`config.mk`:
```
export PLATFORM = sky130hd
export DESIGN_NAME = z16_instr_encoder
export DESIGN_NICKNAME = d
export VERILOG_FILES = /design/src/rtl/z16_pkg.sv /design/src/rtl/z16_field_packer.sv /design/src/rtl/z16_instr_encoder.sv
export SDC_FILE = /design/constraint.sdc
export NUM_CORES = 1
export LEC_CHECK = 0
export BUFFER_PORTS_ARGS = -buffer_cell sky130_fd_sc_hd__buf_2
export CAP_MARGIN = 20
export CORE_UTILIZATION = 54
export CTS_CLUSTER_DIAMETER = 60
export DETAILED_ROUTE_END_ITERATION = 7
export HOLD_SLACK_MARGIN = 0.1
export PLACE_DENSITY_LB_ADDON = 0.2
export SLEW_MARGIN = 5
export SYNTH_ARGS = -nofsm -noshare
export SYNTH_HDL_FRONTEND = slang
export SYNTH_HIERARCHICAL = 1
export SYNTH_SLANG_ARGS = --single-unit
```
`constraint.sdc`:
```
create_clock -name i_clk -period 3.55 [get_ports i_clk]
set_input_delay 0.1775 -clock i_clk [delete_from_list [all_inputs] [get_ports i_clk]]
set_output_delay 0.1775 -clock i_clk [all_outputs]
set_load 0.01 [all_outputs]
```
`src/rtl/z16_pkg.sv`:
```
// Shared Z16 definitions: opcodes, encoder FSM states, rejection codes and
// immediate range helpers. The decoder imports the same opcode constants.
package z16_pkg;

  typedef enum logic [1:0] {
    ST_IDLE  = 2'd0,
    ST_RUN   = 2'd1,
    ST_WRITE = 2'd2,
    ST_FULL  = 2'd3
  } state_t;

  localparam logic [3:0] OP_ADDI = 4'h9;
  localparam logic [3:0] OP_LD   = 4'hA;
  localparam logic [3:0] OP_ST   = 4'hB;
  localparam logic [3:0] OP_RI_C = 4'hC;
  localparam logic [3:0] OP_RI_D = 4'hD;
  localparam logic [3:0] OP_BR0  = 4'hE;
  localparam logic [3:0] OP_BR1  = 4'hF;

  localparam logic [1:0] ERR_NONE = 2'b00;
  localparam logic [1:0] ERR_IMM  = 2'b01;
  localparam logic [1:0] ERR_REG  = 2'b10;

  // An immediate fits a signed field when every bit above the field MSB
  // repeats the field's sign bit.
  function automatic logic fits_imm8(input logic [15:0] imm);
    return (&imm[15:7]) | ~(|imm[15:7]);
  endfunction

  function automatic logic fits_imm4(input logic [15:0] imm);
    return (&imm[15:3]) | ~(|imm[15:3]);
  endfunction

endpackage

```
`src/rtl/z16_field_packer.sv`:
```
// Combinational Z16 field packer: builds the 16-bit word and reports whether
// the field tuple is encodable, with the rejection code when it is not.
module z16_field_packer
  import z16_pkg::*;
(
  input  logic [3:0]  opcode,
  input  logic [3:0]  rd,
  input  logic [3:0]  rs1,
  input  logic [3:0]  rs2,
  input  logic [15:0] imm,
  output logic [15:0] word,
  output logic        legal,
  output logic [1:0]  err_code
);

  always_comb begin
    word     = {rs2, rs1, rd, opcode};
    legal    = 1'b1;
    err_code = ERR_NONE;
    case (opcode)
      OP_ADDI: begin
        word = {imm[7:0], rd, opcode};
        if (!fits_imm8(imm)) begin
          legal    = 1'b0;
          err_code = ERR_IMM;
        end
      end
      OP_LD, OP_RI_C, OP_RI_D: begin
        word = {imm[3:0], rs1, rd, opcode};
        if (!fits_imm4(imm)) begin
          legal    = 1'b0;
          err_code = ERR_IMM;
        end
      end
      OP_ST: begin
        word = {rs2, rs1, imm[3:0], opcode};
        if (!fits_imm4(imm)) begin
          legal    = 1'b0;
          err_code = ERR_IMM;
        end
      end
      // Branches only have 2-bit register fields; a bad register outranks a bad immediate.
      OP_BR0, OP_BR1: begin
        word = {imm[7:0], rs2[1:0], rs1[1:0], opcode};
        if ((|rs1[3:2]) || (|rs2[3:2])) begin
          legal    = 1'b0;
          err_code = ERR_REG;
        end else if (!fits_imm8(imm)) begin
          legal    = 1'b0;
          err_code = ERR_IMM;
        end
      end
      default: ;
    endcase
  end

endmodule

```
`src/rtl/z16_instr_encoder.sv`:
```
// Z16 instruction encoder: accepts field tuples, packs them and streams the
// words into instruction memory at consecutive addresses from a base.
module z16_instr_encoder
  import z16_pkg::*;
#(
  parameter int ADDR_W = 8
) (
  input  logic              i_clk,
  input  logic              i_rst,
  input  logic              i_start,
  input  logic [ADDR_W-1:0] i_base_addr,
  input  logic              i_valid,
  output logic              o_ready,
  input  logic [3:0]        i_opcode,
  input  logic [3:0]        i_rd,
  input  logic [3:0]        i_rs1,
  input  logic [3:0]        i_rs2,
  input  logic [15:0]       i_imm,
  output logic              o_mem_we,
  output logic [ADDR_W-1:0] o_mem_addr,
  output logic [15:0]       o_mem_wdata,
  output logic [ADDR_W:0]   o_count,
  output logic              o_full,
  output logic              o_err,
  output logic [1:0]        o_err_code
);

  state_t            state, next_state;
  logic [ADDR_W-1:0] addr_q;
  logic              accept;
  logic [15:0]       packed_word;
  logic              packed_legal;
  logic [1:0]        packed_code;

  z16_field_packer u_packer (
    .opcode   (i_opcode),
    .rd       (i_rd),
    .rs1      (i_rs1),
    .rs2      (i_rs2),
    .imm      (i_imm),
    .word     (packed_word),
    .legal    (packed_legal),
    .err_code (packed_code)
  );

  assign o_ready  = (state == ST_RUN);
  assign o_mem_we = (state == ST_WRITE);
  assign o_full   = (state == ST_FULL);

  // i_start always wins: it re-arms from any state except IDLE-less reset.
  always_comb begin
    next_state = state;
    accept     = 1'b0;
    case (state)
      ST_IDLE: if (i_start) next_state = ST_RUN;
      ST_RUN: begin
        if (i_start) begin
          next_state = ST_RUN;
        end else if (i_valid) begin
          accept = 1'b1;
          if (packed_legal) next_state = ST_WRITE;
        end
      end
      ST_WRITE: begin
        if (i_start)                          next_state = ST_RUN;
        else if (o_mem_addr == {ADDR_W{1'b1}}) next_state = ST_FULL;
        else                                  next_state = ST_RUN;
      end
      ST_FULL: if (i_start) next_state = ST_RUN;
      default: next_state = ST_IDLE;
    endcase
  end

  always_ff @(posedge i_clk) begin
    if (i_rst) begin
      state       <= ST_IDLE;
      addr_q      <= '0;
      o_count     <= '0;
      o_err       <= 1'b0;
      o_err_code  <= ERR_NONE;
      o_mem_addr  <= '0;
      o_mem_wdata <= '0;
    end else begin
      state <= next_state;
      if (i_start) begin
        addr_q     <= i_base_addr;
        o_count    <= '0;
        o_err      <= 1'b0;
        o_err_code <= ERR_NONE;
      end else if (state == ST_WRITE) begin
        addr_q  <= addr_q + 1'b1;
        o_count <= o_count + 1'b1;
      end
      // Only the first rejection since arming is remembered in the code.
      if (accept) begin
        if (packed_legal) begin
          o_mem_addr  <= addr_q;
          o_mem_wdata <= packed_word;
        end else begin
          o_err <= 1'b1;
          if (!o_err) o_err_code <= packed_code;
        end
      end
    end
  end

endmodule
```
==> Word level (Yosys, flattened, before mapping) <==
Index checks and enable logic that the tools add are counted.
{ "classes": {"n_reduce_logical": 16, "mux": 28, "n_addsub": 2, "n_eq_ne": 14, "bitwise": 4} }
{ "ops": {"columns": ["op", "n"], "rows": [
  ["16-bit one-hot mux with 4 select lines", 1],
  ["4-bit == test, second input constant", 7],
  ["2-bit 2-to-1 mux", 11],
  ["8-bit 2-to-1 mux", 2],
  ["13-bit AND reduction", 1],
  ["13-bit OR reduction", 1],
  ["2-bit one-hot mux with 3 select lines", 2],
  ["1-bit 2-to-1 mux", 11],
  ["2-bit OR reduction", 5],
  ["9-bit by 1-bit adder with 9-bit output, second input constant", 1],
  ["9-bit AND reduction", 1],
  ["9-bit OR reduction", 1],
  ["8-bit by 1-bit adder with 8-bit output, second input constant", 1],
  ["8-bit == test, second input constant", 1],
  ["2-bit == test, second input constant", 2],
  ["4-bit OR reduction", 1],
  ["3-bit by 2-bit != test with 1-bit output, second input constant", 1],
  ["3-bit != test, second input constant", 1],
  ["1-bit one-hot mux with 3 select lines", 1],
  ["3-bit AND reduction", 1],
  ["3-bit OR reduction", 1],
  ["2-bit by 1-bit == test with 1-bit output, second input constant", 1],
  ["2-bit logical NOT", 1],
  ["2-bit by 1-bit != test with 1-bit output, second input constant", 1],
  ["5 further kinds", 7]
]} }
{ "totals": {"elab_cells": 71, "regBits": 46, "output_inout_bits": 39} }

==> Logic depth before layout (Yosys ltp) <==
Gate-level depths: netlist (run 1).
{ "logic_depth": {"word_depth": 10, "mapped_depth": 10, "ltp_nobuf": 7} }

==> Modules after synthesis <==
Netlist (run 1), hierarchy kept.
{ "by_module_without_submodules": {"columns": ["mod", "seq_area_each_um2", "instances", "cells_each", "area_each_um2"], "rows": [
  ["z16_instr_encoder", 920.9, 1, 232, 1946.9],
  ["z16_field_packer", 0.0, 1, 70, 478.0]
]} }

==> Worst setup path after synthesis (run 1) <==
Ideal clock, no wire load.
{ "synth_path": {"kind": "in2reg", "start": "input i_opcode[1]", "end": "register o_mem_addr[0]", "required_time_ns": 3.480, "setup_time_ns": 0.070, "path_stages": 9, "t_arrival_ns": 1.783, "path_slack_ns": 1.696, "n_path_buf": 2, "path_cell_list": "buf_6 and2_4 a21oi_1 a211oi_1 a2111o_1 nand4b_1 clkbuf_1 nand2_1 a21oi_1"} }
{ "synth_between": {"elab_chain_cells": 4, "word_cells_on_any_way": 11, "classes_between": "eq/ne: 7; mux: 1; reduce/logical: 3"} }
{ "synth_rtl": {"columns": ["item", "line", "source"], "rows": [
  ["start: declaration", "z16_instr_encoder.sv:14", "input logic [3:0] i_opcode,"],
  ["4-bit == test", "z16_field_packer.sv:20", "case (opcode)"],
  ["4-bit OR reduction (no source line) / 2-bit OR reduction (equally long branches)", null, null],
  ["1-bit one-hot mux with 3 select lines *", "z16_field_packer.sv:20", null],
  ["net packed_legal", "z16_instr_encoder.sv:32", "logic packed_legal;"],
  ["2-bit AND reduction (no source line) *", null, null],
  ["end signal: assignment", "z16_instr_encoder.sv:97", "o_mem_addr <= addr_q;"],
  ["end: declaration", "z16_instr_encoder.sv:20", "output logic [ADDR_W-1:0] o_mem_addr,"]
]} }
Mark *: on every way through the listed nets, which the timed path passes. The rest lies on a longest branch.
A chain may end at the register's enable or synchronous reset.

==> Worst setup path after layout (run 1) <==
{ "layout_path": {"start": "input i_imm[13]", "end": "register o_mem_addr[2]"} }
{ "layout_between": {"elab_chain_cells": 7, "word_cells_on_any_way": 13, "classes_between": "mux: 4; bitwise: 4; reduce/logical: 5"} }
{ "layout_rtl": {"columns": ["item", "line", "source"], "rows": [
  ["start: declaration", "z16_instr_encoder.sv:18", "input logic [15:0] i_imm,"],
  ["9-bit OR reduction", "z16_pkg.sv:27", "return (&imm[15:7]) | ~(|imm[15:7]);"],
  ["1-bit inverter", "z16_pkg.sv:27", null],
  ["1-bit OR", "z16_pkg.sv:27", null],
  ["1-bit 2-to-1 mux", "z16_field_packer.sv:23, z16_field_packer.sv:48", null],
  ["1-bit 2-to-1 mux", "z16_field_packer.sv:45", "if ((|rs1[3:2]) || (|rs2[3:2])) begin"],
  ["1-bit one-hot mux with 3 select lines *", "z16_field_packer.sv:20", null],
  ["net packed_legal", "z16_instr_encoder.sv:32", null],
  ["2-bit AND reduction (no source line) *", null, null]
]} }
Marks and branches as above.

==> results of run 1 <==
cell type report:
cell class / instances / area [um2]
Clock inverter: 1 / 7.51
Multi-Input combinational cell: 225 / 1350
Inverter: 10 / 37.5
Tap cell: 52 / 65.1
Timing Repair Buffer: 82 / 410
Clock buffer: 6 / 72.6
Sequential cell: 46 / 921
Fill cell: 414 / 1470
flip-flops by register name, indices dropped and copies added (netlist names):
name,cells
o_mem_wdata,16
o_err,1
state,2
o_mem_addr,8
o_count,9
addr_q,8
o_err_code,2
cell usage after synthesis (4+ instances only):
| master | number |
|---|---|
| sky130_fd_sc_hd__a22oi_1 | 4 |
| sky130_fd_sc_hd__or3_1 | 6 |
| sky130_fd_sc_hd__nor2_1 | 12 |
| sky130_fd_sc_hd__nor2b_1 | 5 |
| sky130_fd_sc_hd__a222oi_1 | 4 |
| sky130_fd_sc_hd__nand2_1 | 60 |
| sky130_fd_sc_hd__a211oi_1 | 5 |
| sky130_fd_sc_hd__o21ai_0 | 10 |
| sky130_fd_sc_hd__clkbuf_1 | 6 |
| sky130_fd_sc_hd__dfxtp_1 | 46 |
| sky130_fd_sc_hd__inv_1 | 10 |
| sky130_fd_sc_hd__ha_1 | 6 |
| sky130_fd_sc_hd__xor2_1 | 7 |
| sky130_fd_sc_hd__buf_4 | 5 |
| sky130_fd_sc_hd__mux2_2 | 5 |
| sky130_fd_sc_hd__nand3_1 | 8 |
| sky130_fd_sc_hd__a21oi_1 | 33 |
| sky130_fd_sc_hd__nand4_1 | 11 |
| sky130_fd_sc_hd__buf_2 | 7 |
| sky130_fd_sc_hd__a31oi_1 | 5 |
path summary, 6_finish.rpt:
| path | slack, ns | depth (start not counted) | to |
|---|---|---|---|
| worst max-delay path | 1.21 | 8 | o_mem_addr[2]$_SDFFE_PP0P_ |
| worst min register to register | 0.45 | 2 | o_mem_wdata[8]$_SDFFE_PP0P_ |
| worst min-delay path | 0.12 | 3 | addr_q[0]$_SDFFE_PP0P_ |
| worst max register to register | 1.49 | 5 | o_count[5]$_SDFFE_PP0P_ |
worst min-delay path: stages:
cell                      delay (ns)
sky130_fd_sc_hd__buf_2          0.09
sky130_fd_sc_hd__nand2_1        0.05
sky130_fd_sc_hd__a21oi_1        0.05
cells in the final DEF, fill, tap and decap left out, types with 2 or more instances in the layout:
cell type,n
sky130_fd_sc_hd__a21oi_1,33
sky130_fd_sc_hd__nor2b_1,5
sky130_fd_sc_hd__mux2_2,5
sky130_fd_sc_hd__a222oi_1,4
sky130_fd_sc_hd__o311ai_0,3
sky130_fd_sc_hd__and2_1,2
sky130_fd_sc_hd__or2_2,2
sky130_fd_sc_hd__clkbuf_8,5
sky130_fd_sc_hd__ha_1,6
sky130_fd_sc_hd__buf_2,82
sky130_fd_sc_hd__nand2_1,60
sky130_fd_sc_hd__a31oi_1,5
sky130_fd_sc_hd__nand3_1,8
sky130_fd_sc_hd__dfxtp_1,46
sky130_fd_sc_hd__a211oi_1,5
sky130_fd_sc_hd__o31ai_1,2
sky130_fd_sc_hd__nor3b_1,2
sky130_fd_sc_hd__a22oi_1,4
sky130_fd_sc_hd__o21a_1,3
sky130_fd_sc_hd__xnor2_1,3
sky130_fd_sc_hd__inv_1,10
sky130_fd_sc_hd__o21ai_0,10
sky130_fd_sc_hd__or3_1,6
sky130_fd_sc_hd__nor2_1,12
sky130_fd_sc_hd__nand4_1,11
sky130_fd_sc_hd__nor4_1,3
sky130_fd_sc_hd__xor2_1,7
sky130_fd_sc_hd__nor3_1,2
routing by layer:
layer	part of all wire [%]	vias to the layer above	wire, um
li1	-	1216	-
met1	46	1128	2680
met2	47	94	2710
met3	5.7	12	331
met4	1.7	0	96
met5	0	-	0
per-stage QoR:
step	power (uW)	util, %	setup WS (ns)	cells	hold slack, ns
2_1_floorplan	657	-	1.70	302	0.321
4_1_cts	1000	66.1	1.20	422	0.114
6_report	1000	66.1	1.21	422	0.115
3_5_place_dp	709	64.3	0.907	415	0.433
5_1_grt	1050	66.1	0.897	422	0.119
3_3_place_gp	705	64.3	0.963	415	0.427
power by group:
part | leakage, uW | internal, uW | total (uW) | switching (uW)
Clock | 0.0000373 | 135 | 303 | 167
Combinational | 0.000786 | 65.9 | 155 | 88.8
Sequential | 0.000373 | 530 | 544 | 14.4
cells by family after synthesis:
kind of cell    count (synthesis)  synth area share, %
simple gates                  123                 24.7
compound gates                 80                 21.3
flops                          46                 38.0
buf+inv                        31                 6.55
xor+xnor                       10                 3.61
mux                             6                 2.73
fa+ha+maj                       6                 3.10
==> results.sh, run 1 <==
export IMPL_yosysSeqAreaShare_pct=38.0
export IMPL_die_h_um=69.0
export IMPL_dp_hpwl_mm=4.19
export IMPL_data_required_time_at_the_worst_endpoint_ns=3.70
export IMPL_status="completed"
export IMPL_grt_ovfl_total=0
export IMPL_worst_setup_path_startpoint="i_imm[13]"
export IMPL_hold_buffers=0
export IMPL_synth_ff_latch_count=46
export IMPL_fp_dieW_um=69.0
export IMPL_drv_max_cap_violation_count=0
export IMPL_cts_tree="built"
export IMPL_yosys_warnings=6
export IMPL_dieArea_um2=4760
export IMPL_max_slew_worst_pin_slew_ns=0.954
export IMPL_ioPinCount=83
export IMPL_gp_routability_congestion=0.838
export IMPL_setup_worst_path_start_class="input port"
export IMPL_synth_largest_area_cell="sky130_fd_sc_hd__dfxtp_1"
export IMPL_finalWorstPathRequiredPeriod_ns=2.34
export IMPL_drt_vias_per_instance=5.81
export IMPL_leak_uw=0.00120
export IMPL_setup_repair_after_global_routing_missed_its_margin="false"
export IMPL_grt_start_max_net_pins=40
export IMPL_antenna_violations_before_repair=0
export IMPL_timing_final_max_slew_violations=0
export IMPL_syn_cell_area_um2=2420
export IMPL_postRouteAntennaNets=0
export IMPL_detail_route_drc_violations=0
export IMPL_use_met1_pct=31.6
export IMPL_path_class="input port to flop"
export IMPL_worstPathArrival_ns=2.48
export IMPL_global_route_wire_length_before_repair_mm=9.45
export IMPL_first_pass_iters=4
export IMPL_cp_slowest_stage_delay_ns=0.78
export IMPL_worstPathMaxFanout=24
export IMPL_antenna_cells_inserted=0
export IMPL_synth_area_leaders="sky130_fd_sc_hd__dfxtp_1 (38%), sky130_fd_sc_hd__nand2_1 (9.3%), sky130_fd_sc_hd__a21oi_1 (6.8%)"
export IMPL_finish_instance_area_um2=2860
export IMPL_cts_sink_count=46
export IMPL_cts_post_setup_buffers_inserted=0
export IMPL_first_iter_violations=161
export IMPL_critical_path_reg2reg_startpoint="state[0]$_SDFFE_PP0P_"
export IMPL_clock_skew_final_ns=0.00979
export IMPL_cp_end_kind="flop"
export IMPL_routed_wirelength_mm=5.82
export IMPL_cts_repair_resize_count=0
export IMPL_vdd_ir_drop_worst_mv=0.234
export IMPL_post_drt_wl_per_cell_um=13.8
export IMPL_slew_headroom_pct=36.1
export IMPL_power_density_nw_per_um2=350
export IMPL_floorplan_initialDensity_pct=56.1
export IMPL_clock_path_buffers=2
export IMPL_hold_violations=0
export IMPL_placed_cell_area_um2=2780
export IMPL_area_delta_synth_final_pct=17.9
export IMPL_num_rows=24
export IMPL_hold_path_startpoint="i_base_addr[0]"
export IMPL_final_layout_size_suffix_gt1_share_pct=26.5
export IMPL_grtUsageTotal_pct=24.1
export IMPL_clk_transition_reported_paths_ns=0.08
export IMPL_edff_count_synth=0
export IMPL_syn_avg_cell_area_um2=8.03
export IMPL_timing_critical_path_cells="buf_2 -> nor4_1 -> nand3_1 -> a211oi_1 -> a2111o_1 -> nand4b_1 -> nand2_1 -> a21oi_1"
export IMPL_synthFlopType="sky130_fd_sc_hd__dfxtp_1"
export IMPL_critical_path_slowest_cell="sky130_fd_sc_hd__nand4b_1"
export IMPL_setup_total_negative_slack_ns=0
export IMPL_yosys_cell_types_count=53
export IMPL_timing_critical_path_buf_inv=1
export IMPL_holdCritPathClass="input port to flop"
export IMPL_setup_viol_count_final=0
export IMPL_finalNetCount=420
export IMPL_count_of_buffers_inserted_at_the_top_level_ports=82
export IMPL_fmax_mhz=428
export IMPL_core_area_um2=4320
export IMPL_gr_met2_demand_resource_pct=39.6
export IMPL_cp_top_family="simple AND/OR/NAND/NOR gates"
export IMPL_detailroute_via_count=2450
export IMPL_cts_buffers=5
export IMPL_clk_root_buffer_cell="sky130_fd_sc_hd__clkbuf_8"
export IMPL_met3_usage_grt_pct=5.26
export IMPL_min_period_over_period_pct=65.8
export IMPL_htreeDepth=2
export IMPL_busiest_layer_in_global_routing="met2"
export IMPL_clock_network_latency_to_the_later_pin_of_the_worst_skew_pair_ns=0.30
export IMPL_first_global_vias=2080
export IMPL_syn_inst=302
export IMPL_synthDominantCellAreaShare_pct=38.0
export IMPL_postSynthNetCount=352
export IMPL_ys_async_sr_fraction_pct=0
Note: power is estimated with default switching activity, not from simulation.
==> run 2: changes to the inputs <==
- ABC_AREA: unset -> 1
- CORE_UTILIZATION: 54 -> 46
- clock period: 3.55 -> 1.96 ns (I/O delays scaled with it)
==> run 2 against run 1 <==
Clock skew is 0.0013 ns higher. Flip-flop and latch count stayed put. Sequential share of layout area shrank 2.8 points. Hold slack worse by 0.011 ns. First-iteration DRC count down 0.62%. Routed wire length grew 8.1%. Clock power grew to 2.9 times the previous value. Register-to-register slack got worse by 1.2 ns. Via count up 7.3%. Non-clock buffer count increased by 5. Sequential power rose by 84%. Die area grew 23%.
==> results.sh, run 2 <==
export IMPL_status="completed"
export IMPL_first_global_vias=2427
export IMPL_fp_dieW_um=76.7
export IMPL_core_area_um2=5240
export IMPL_critical_path_slowest_cell="sky130_fd_sc_hd__ha_1"
export IMPL_layout_top_registers="o_mem_wdata (16), o_count (9)"
export IMPL_final_layout_size_suffix_gt1_share_pct=25.4
export IMPL_hold_violations=0
export IMPL_power_density_nw_per_um2=701
export IMPL_count_of_buffers_inserted_at_the_top_level_ports=82
export IMPL_ioPinCount=83
export IMPL_dieArea_um2=5880
export IMPL_dp_hpwl_mm=4.84
export IMPL_final_common_cell="sky130_fd_sc_hd__buf_2"
export IMPL_finalNetCount=506
export IMPL_synthMostInstantiatedCell="sky130_fd_sc_hd__nand2_1"
export IMPL_yosysSeqAreaShare_pct=35.9
export IMPL_max_slew_worst_pin_slew_ns=0.414
export IMPL_grt_ovfl_total=0
export IMPL_clock_network_latency_to_the_later_pin_of_the_worst_skew_pair_ns=0.30
export IMPL_postSynthNetCount=428
export IMPL_gp_routability_congestion=0.915
export IMPL_syn_cell_area_um2=2560
export IMPL_timing_critical_path_cells="inv_1 -> ha_1 -> nand3_1 -> nor2_2 -> nand2_1 -> o21ai_0 -> nor2_1"
export IMPL_antenna_cells_inserted=0
export IMPL_synthDominantCellAreaShare_pct=35.9
export IMPL_synthFlopType="sky130_fd_sc_hd__dfxtp_1"
export IMPL_antenna_violations_before_repair=0
export IMPL_timing_final_max_slew_violations=0
export IMPL_first_iter_violations=160
export IMPL_worstPathArrival_ns=1.84
export IMPL_path_class="flop to flop"
export IMPL_ys_top_cells_by_count="sky130_fd_sc_hd__nand2_1 (75), sky130_fd_sc_hd__nor2_1 (68), sky130_fd_sc_hd__dfxtp_1 (46), sky130_fd_sc_hd__inv_1 (39), sky130_fd_sc_hd__o21ai_0 (38)"
export IMPL_synth_largest_area_cell="sky130_fd_sc_hd__dfxtp_1"
export IMPL_htreeDepth=2
export IMPL_postRouteAntennaNets=0
export IMPL_cts_tree="built"
export IMPL_largest_register_ffs=16
export IMPL_edff_count_synth=0
export IMPL_holdCritPathClass="input port to flop"
export IMPL_ys_async_sr_fraction_pct=0
export IMPL_post_drt_wl_per_cell_um=11.9
export IMPL_min_period_over_period_pct=83.7
export IMPL_layout_cells_most_common_list="sky130_fd_sc_hd__buf_2 (82), sky130_fd_sc_hd__nand2_1 (75), sky130_fd_sc_hd__nor2_1 (68), sky130_fd_sc_hd__dfxtp_1 (46), sky130_fd_sc_hd__inv_1 (39)"
export IMPL_cp_slowest_stage_delay_ns=0.41
export IMPL_grtUsageTotal_pct=22.8
export IMPL_slew_headroom_pct=72.4
export IMPL_setup_repair_after_global_routing_missed_its_margin="false"
export IMPL_cts_sink_count=46
export IMPL_die_h_um=76.7
export IMPL_synth_area_leaders="sky130_fd_sc_hd__dfxtp_1 (36%), sky130_fd_sc_hd__nand2_1 (11%), sky130_fd_sc_hd__nor2_1 (10%)"
export IMPL_num_rows=26
export IMPL_finalWorstPathRequiredPeriod_ns=1.64
export IMPL_data_required_time_at_the_worst_endpoint_ns=2.15
export IMPL_setup_total_negative_slack_ns=0
export IMPL_fmax_mhz=609
export IMPL_grt_start_max_net_pins=23
export IMPL_vdd_ir_drop_worst_mv=0.391
export IMPL_global_route_wire_length_before_repair_mm=10.8
export IMPL_cts_post_setup_buffers_inserted=0
export IMPL_clock_path_buffers=2
export IMPL_syn_inst=378
export IMPL_fillers=520
export IMPL_synth_ff_latch_count=46
export IMPL_placed_cell_area_um2=2980
export IMPL_area_delta_synth_final_pct=22.0
export IMPL_clock_skew_final_ns=0.0111
export IMPL_clk_root_buffer_cell="sky130_fd_sc_hd__clkbuf_8"
export IMPL_detail_route_drc_violations=0
export IMPL_cts_buffers=5
export IMPL_leak_uw=0.00159
export IMPL_setup_viol_count_final=0
export IMPL_detailroute_via_count=2629
export IMPL_routed_wirelength_mm=6.29
export IMPL_syn_avg_cell_area_um2=6.79
export IMPL_yosys_cell_types_count=32
export IMPL_cp_end_kind="flop"
export IMPL_clk_transition_reported_paths_ns=0.09
export IMPL_first_pass_iters=5
export IMPL_drv_max_cap_violation_count=0
export IMPL_floorplan_initialDensity_pct=49.0
export IMPL_finish_instance_area_um2=3130
export IMPL_worstPathMaxFanout=11
export IMPL_max_flop_register="o_mem_wdata"
export IMPL_setup_worst_path_start_class="flop"
export IMPL_drt_vias_per_instance=4.99
export IMPL_yosys_warnings=6
[run 2: cell types whose count changed after synthesis, moves of 5 or more]
cell                       previous run  this run
sky130_fd_sc_hd__a21oi_1             33        22
sky130_fd_sc_hd__a211oi_1             5         0
sky130_fd_sc_hd__or3_1                6         0
sky130_fd_sc_hd__nand4_1             11         1
sky130_fd_sc_hd__o21ai_0             10        38
sky130_fd_sc_hd__inv_1               10        39
sky130_fd_sc_hd__nor2_1              12        68
sky130_fd_sc_hd__nand3_1              8        23
sky130_fd_sc_hd__nor2b_1              5         0
sky130_fd_sc_hd__mux2_2               5         0
sky130_fd_sc_hd__clkbuf_1             6         1
sky130_fd_sc_hd__nand2_1             60        75
sky130_fd_sc_hd__xor2_1               7         2
[run 2: power by group]
group / internal (uW) / switching, uW
combinational: 127 / 197
clock: 544 / 326
sequential: 971 / 29.6
total: 1640 / 553
[run 2: cells by family after synthesis]
family,count (synthesis),share of synthesized area (%)
xor+xnor,2,0.683
flops,46,35.9
simple gates,186,31.9
compound gates,79,17.7
fa+ha+maj,6,2.93
buf+inv,59,10.9
[run 2: worst paths after layout]
kind                          startpoint                          to  slack, ns  depth (start not counted)
setup / recovery   state[0]$_SDFFE_PP0P_     o_count[6]$_SDFFE_PP0P_       0.32                          7
hold reg to reg   addr_q[6]$_SDFFE_PP0P_  o_mem_addr[6]$_SDFFE_PP0P_       0.50                          2
hold / removal            i_base_addr[6]      addr_q[6]$_SDFFE_PP0P_       0.10                          3
setup reg to reg   state[0]$_SDFFE_PP0P_     o_count[6]$_SDFFE_PP0P_       0.32                          7
[run 2: layout make-up]
cell class	instances	area [um2]	share of cell area, %
tap	70	87.6	2.80
timing repair buffer	87	450	14.4
clock inverter	2	60.1	1.92
sequential	46	921	29.4
clock buffer	6	82.6	2.64
multi-input combinational	273	1360	43.6
inverter	43	164	5.24
[run 2: timing repair]
item | CTS | global route
hold buffers | 1 | 0
gates resized for setup | 0 | 0
endpoints found under the hold margin | 1 | 0
[run 2: layer usage]
metal	global-route usage, %	share of wire, %	vias up
met5	0	0	-
met4	7.50	1.4	0
met3	4.40	5.5	9
met2	37.1	45	84
met1	30.3	48	1161
li1	-	-	1375
[run 2: worst max-delay path, delay by kind of cell (launching register included)]
kind                     cells  cell delay (ns)
flip-flops                   1             0.36
adder cells (fa/ha/maj)      1             0.41
AO/OA/AOI/OAI                1             0.15
AND/OR/NAND/NOR              4             0.53
buffers and inverters        1             0.08
[run 2: per-stage QoR]
step                      power (uW)  std cells  setup slack (ns)  util, %  hold slack, ns
after floorplan                 1230        378             0.566        -           0.288
after detailed placement        1350        518             0.285     56.8           0.409
after global placement          1340        518             0.370     56.8           0.411
after CTS                       2220        527             0.314     59.7           0.101
after global routing            2300        527             0.155     59.7           0.129
final                           2190        527             0.319     59.7           0.105
==> run 3: changes to the inputs <==
- ABC_AREA: 1 -> 0
- CORE_UTILIZATION: 46 -> 45
- clock period: 1.96 -> 1.5 ns (I/O delays scaled with it)
==> run 3 against run 2 <==
The flow now finishes with violations (negative setup slack). Critical endpoint is now o_mem_wdata[2]$_SDFFE_PP0P_. Non-clock buffer count grew 34. Sequential power grew 29%. Flip-flop and latch count stayed put. Register-to-register slack lost 0.32 ns. Combinational power increased by 56%. Clock power increased by 2.5%. Cell count is 8.9% lower.
==> results.sh, run 3 (synthesis results as in run 1) <==
export IMPL_status="finished with violations"
export IMPL_violations_in_the_final_reports="negative setup slack"
export IMPL_hold_violations=0
export IMPL_first_pass_iters=5
export IMPL_data_required_time_at_the_worst_endpoint_ns=1.73
export IMPL_postRouteAntennaNets=0
export IMPL_htreeDepth=2
export IMPL_setup_repair_after_global_routing_missed_its_margin="true"
export IMPL_setup_total_negative_slack_ns=-0.0127
export IMPL_clock_path_buffers=2
export IMPL_clock_network_latency_to_the_later_pin_of_the_worst_skew_pair_ns=0.29
export IMPL_first_iter_violations=84
export IMPL_post_drt_wl_per_cell_um=14.2
export IMPL_fillers=471
export IMPL_holdCritPathClass="input port to flop"
export IMPL_timing_final_max_slew_violations=0
export IMPL_power_density_nw_per_um2=778
export IMPL_setup_worst_path_start_class="input port"
export IMPL_clk_transition_reported_paths_ns=0.08
export IMPL_routed_wirelength_mm=6.80
export IMPL_antenna_cells_inserted=0
export IMPL_antenna_violations_before_repair=0
export IMPL_leak_uw=0.00146
export IMPL_min_period_over_period_pct=101
export IMPL_max_slew_worst_pin_slew_ns=0.516
export IMPL_gp_routability_congestion=0.864
export IMPL_worstPathArrival_ns=1.74
export IMPL_detail_route_drc_violations=0
export IMPL_worstPathMaxFanout=12
export IMPL_cts_tree="built"
export IMPL_layout_cells_most_common_list="sky130_fd_sc_hd__buf_2 (77), sky130_fd_sc_hd__nand2_1 (56), sky130_fd_sc_hd__dfxtp_1 (45), sky130_fd_sc_hd__buf_4 (29), sky130_fd_sc_hd__a21oi_1 (25)"
export IMPL_finalNetCount=459
export IMPL_fp_dieW_um=75.4
export IMPL_layout_top_registers="o_mem_wdata (16), o_count (9)"
export IMPL_slew_headroom_pct=65.5
export IMPL_clk_root_buffer_cell="sky130_fd_sc_hd__clkbuf_8"
export IMPL_drt_vias_per_instance=5.39
export IMPL_grtUsageTotal_pct=21.7
export IMPL_detailroute_via_count=2587
export IMPL_vdd_ir_drop_worst_mv=0.528
export IMPL_grt_ovfl_total=0
export IMPL_power_total_uw=2680
export IMPL_clock_skew_final_ns=0.00434
export IMPL_die_h_um=75.4
export IMPL_cts_sink_count=46
export IMPL_area_delta_synth_final_pct=42.3
export IMPL_final_common_cell="sky130_fd_sc_hd__buf_2"
export IMPL_fmax_mhz=661
export IMPL_cts_buffers=5
export IMPL_path_class="input port to flop"
export IMPL_floorplan_initialDensity_pct=47.2
export IMPL_finalWorstPathRequiredPeriod_ns=1.51
export IMPL_ioPinCount=83
export IMPL_drv_max_cap_violation_count=0
export IMPL_setup_viol_count_final=1
export IMPL_num_rows=26
export IMPL_first_global_vias=2199
export IMPL_dieArea_um2=5690
export IMPL_final_layout_size_suffix_gt1_share_pct=37.8
export IMPL_cp_end_kind="flop"
export IMPL_count_of_buffers_inserted_at_the_top_level_ports=82
export IMPL_dp_hpwl_mm=4.56
export IMPL_grt_start_max_net_pins=25
export IMPL_r2r_slack_ns=0
export IMPL_core_area_um2=5140
export IMPL_worst_slack_ns=-0.0127
export IMPL_global_route_wire_length_before_repair_mm=9.52
export IMPL_largest_register_ffs=16
export IMPL_max_flop_register="o_mem_wdata"
run 3: cell types whose count changed in the layout (fill, tap and decap cells not counted), moves of 7 or more:
cell and delta:
sky130_fd_sc_hd__nand3_1 -16, sky130_fd_sc_hd__buf_4 +25, sky130_fd_sc_hd__nor2_1 -56, sky130_fd_sc_hd__nand4_1 +10, sky130_fd_sc_hd__o21ai_0 -29, sky130_fd_sc_hd__dlygate4sd3_1 +7
sky130_fd_sc_hd__inv_1 -29, sky130_fd_sc_hd__a21oi_2 +9, sky130_fd_sc_hd__nand2_1 -19
run 3: worst paths after layout:
| check | depth (start not counted) | from | to |
|---|---|---|---|
| worst max-delay path | 9 | i_imm[3] | o_mem_wdata[2]$_SDFFE_PP0P_ |
| worst min-delay path | 3 | i_start | addr_q[0]$_SDFFE_PP0P_ |
| worst min register to register | 2 | o_mem_wdata[3]$_SDFFE_PP0P_ | o_mem_wdata[3]$_SDFFE_PP0P_ |
| worst max register to register | 6 | state[1]$_SDFFE_PP0P_ | o_mem_wdata[2]$_SDFFE_PP0P_ |
run 3: layer usage:
layer / track usage (%) / part of all wire, % / vias up
li1: - / - / 1291
met2: 39.2 / 51 / 91
met4: 6.79 / 1.0 / 0
met5: 0 / 0 / -
met1: 26.2 / 43 / 1196
met3: 3.84 / 5.2 / 9
run 3: what timing repair did:
item	in CTS	in global routing
resized for setup	2	33
setup buffers	0	3
endpoints found under the setup margin	5	33
pin swaps	0	2
cloned	0	2
hold buffers	8	0
endpoints found under the hold margin	8	0
run 3: power by group:
group	internal, uW	total (uW)	switching (uW)
Clock	499	892	393
Combinational	249	507	258
Sequential	1250	1290	30.3
Total	2000	2680	682
run 3: per-stage QoR:
stage / hold WS, ns / util [%] / setup WS (ns) / cell area [um2] / std cells
5_1_grt: 0.148 / 67.1 / -0.0910 / 3450 / 480
4_1_cts: 0.118 / 63.1 / 0.00115 / 3240 / 475
6_report: 0.128 / 67.1 / -0.0127 / 3450 / 480
3_3_place_gp: 0.326 / 59.3 / -0.220 / 3050 / 459
3_5_place_dp: 0.329 / 59.3 / -0.230 / 3050 / 459
2_1_floorplan: 0.218 / - / -0.0599 / 2490 / 302
run 3: layout make-up:
cell class | instances | area (um2) | area share (%)
clock buffer | 7 | 76.3 | 2.21
clock inverter | 1 | 30.0 | 0.871
inverter | 10 | 37.5 | 1.09
multi-input combinational | 225 | 1490 | 43.2
sequential | 46 | 922 | 26.7
tap | 70 | 87.6 | 2.54
timing repair buffer | 121 | 806 | 23.4
run 3: worst max-delay path: stages:
cell,delay (ns)
sky130_fd_sc_hd__buf_2,0.13
sky130_fd_sc_hd__nor4_2,0.31
sky130_fd_sc_hd__nand4_1,0.20
sky130_fd_sc_hd__o21ai_4,0.10
sky130_fd_sc_hd__a2111o_1,0.20
sky130_fd_sc_hd__and4b_2,0.34
sky130_fd_sc_hd__clkbuf_16,0.19
sky130_fd_sc_hd__nand2_1,0.07
sky130_fd_sc_hd__a21oi_2,0.12
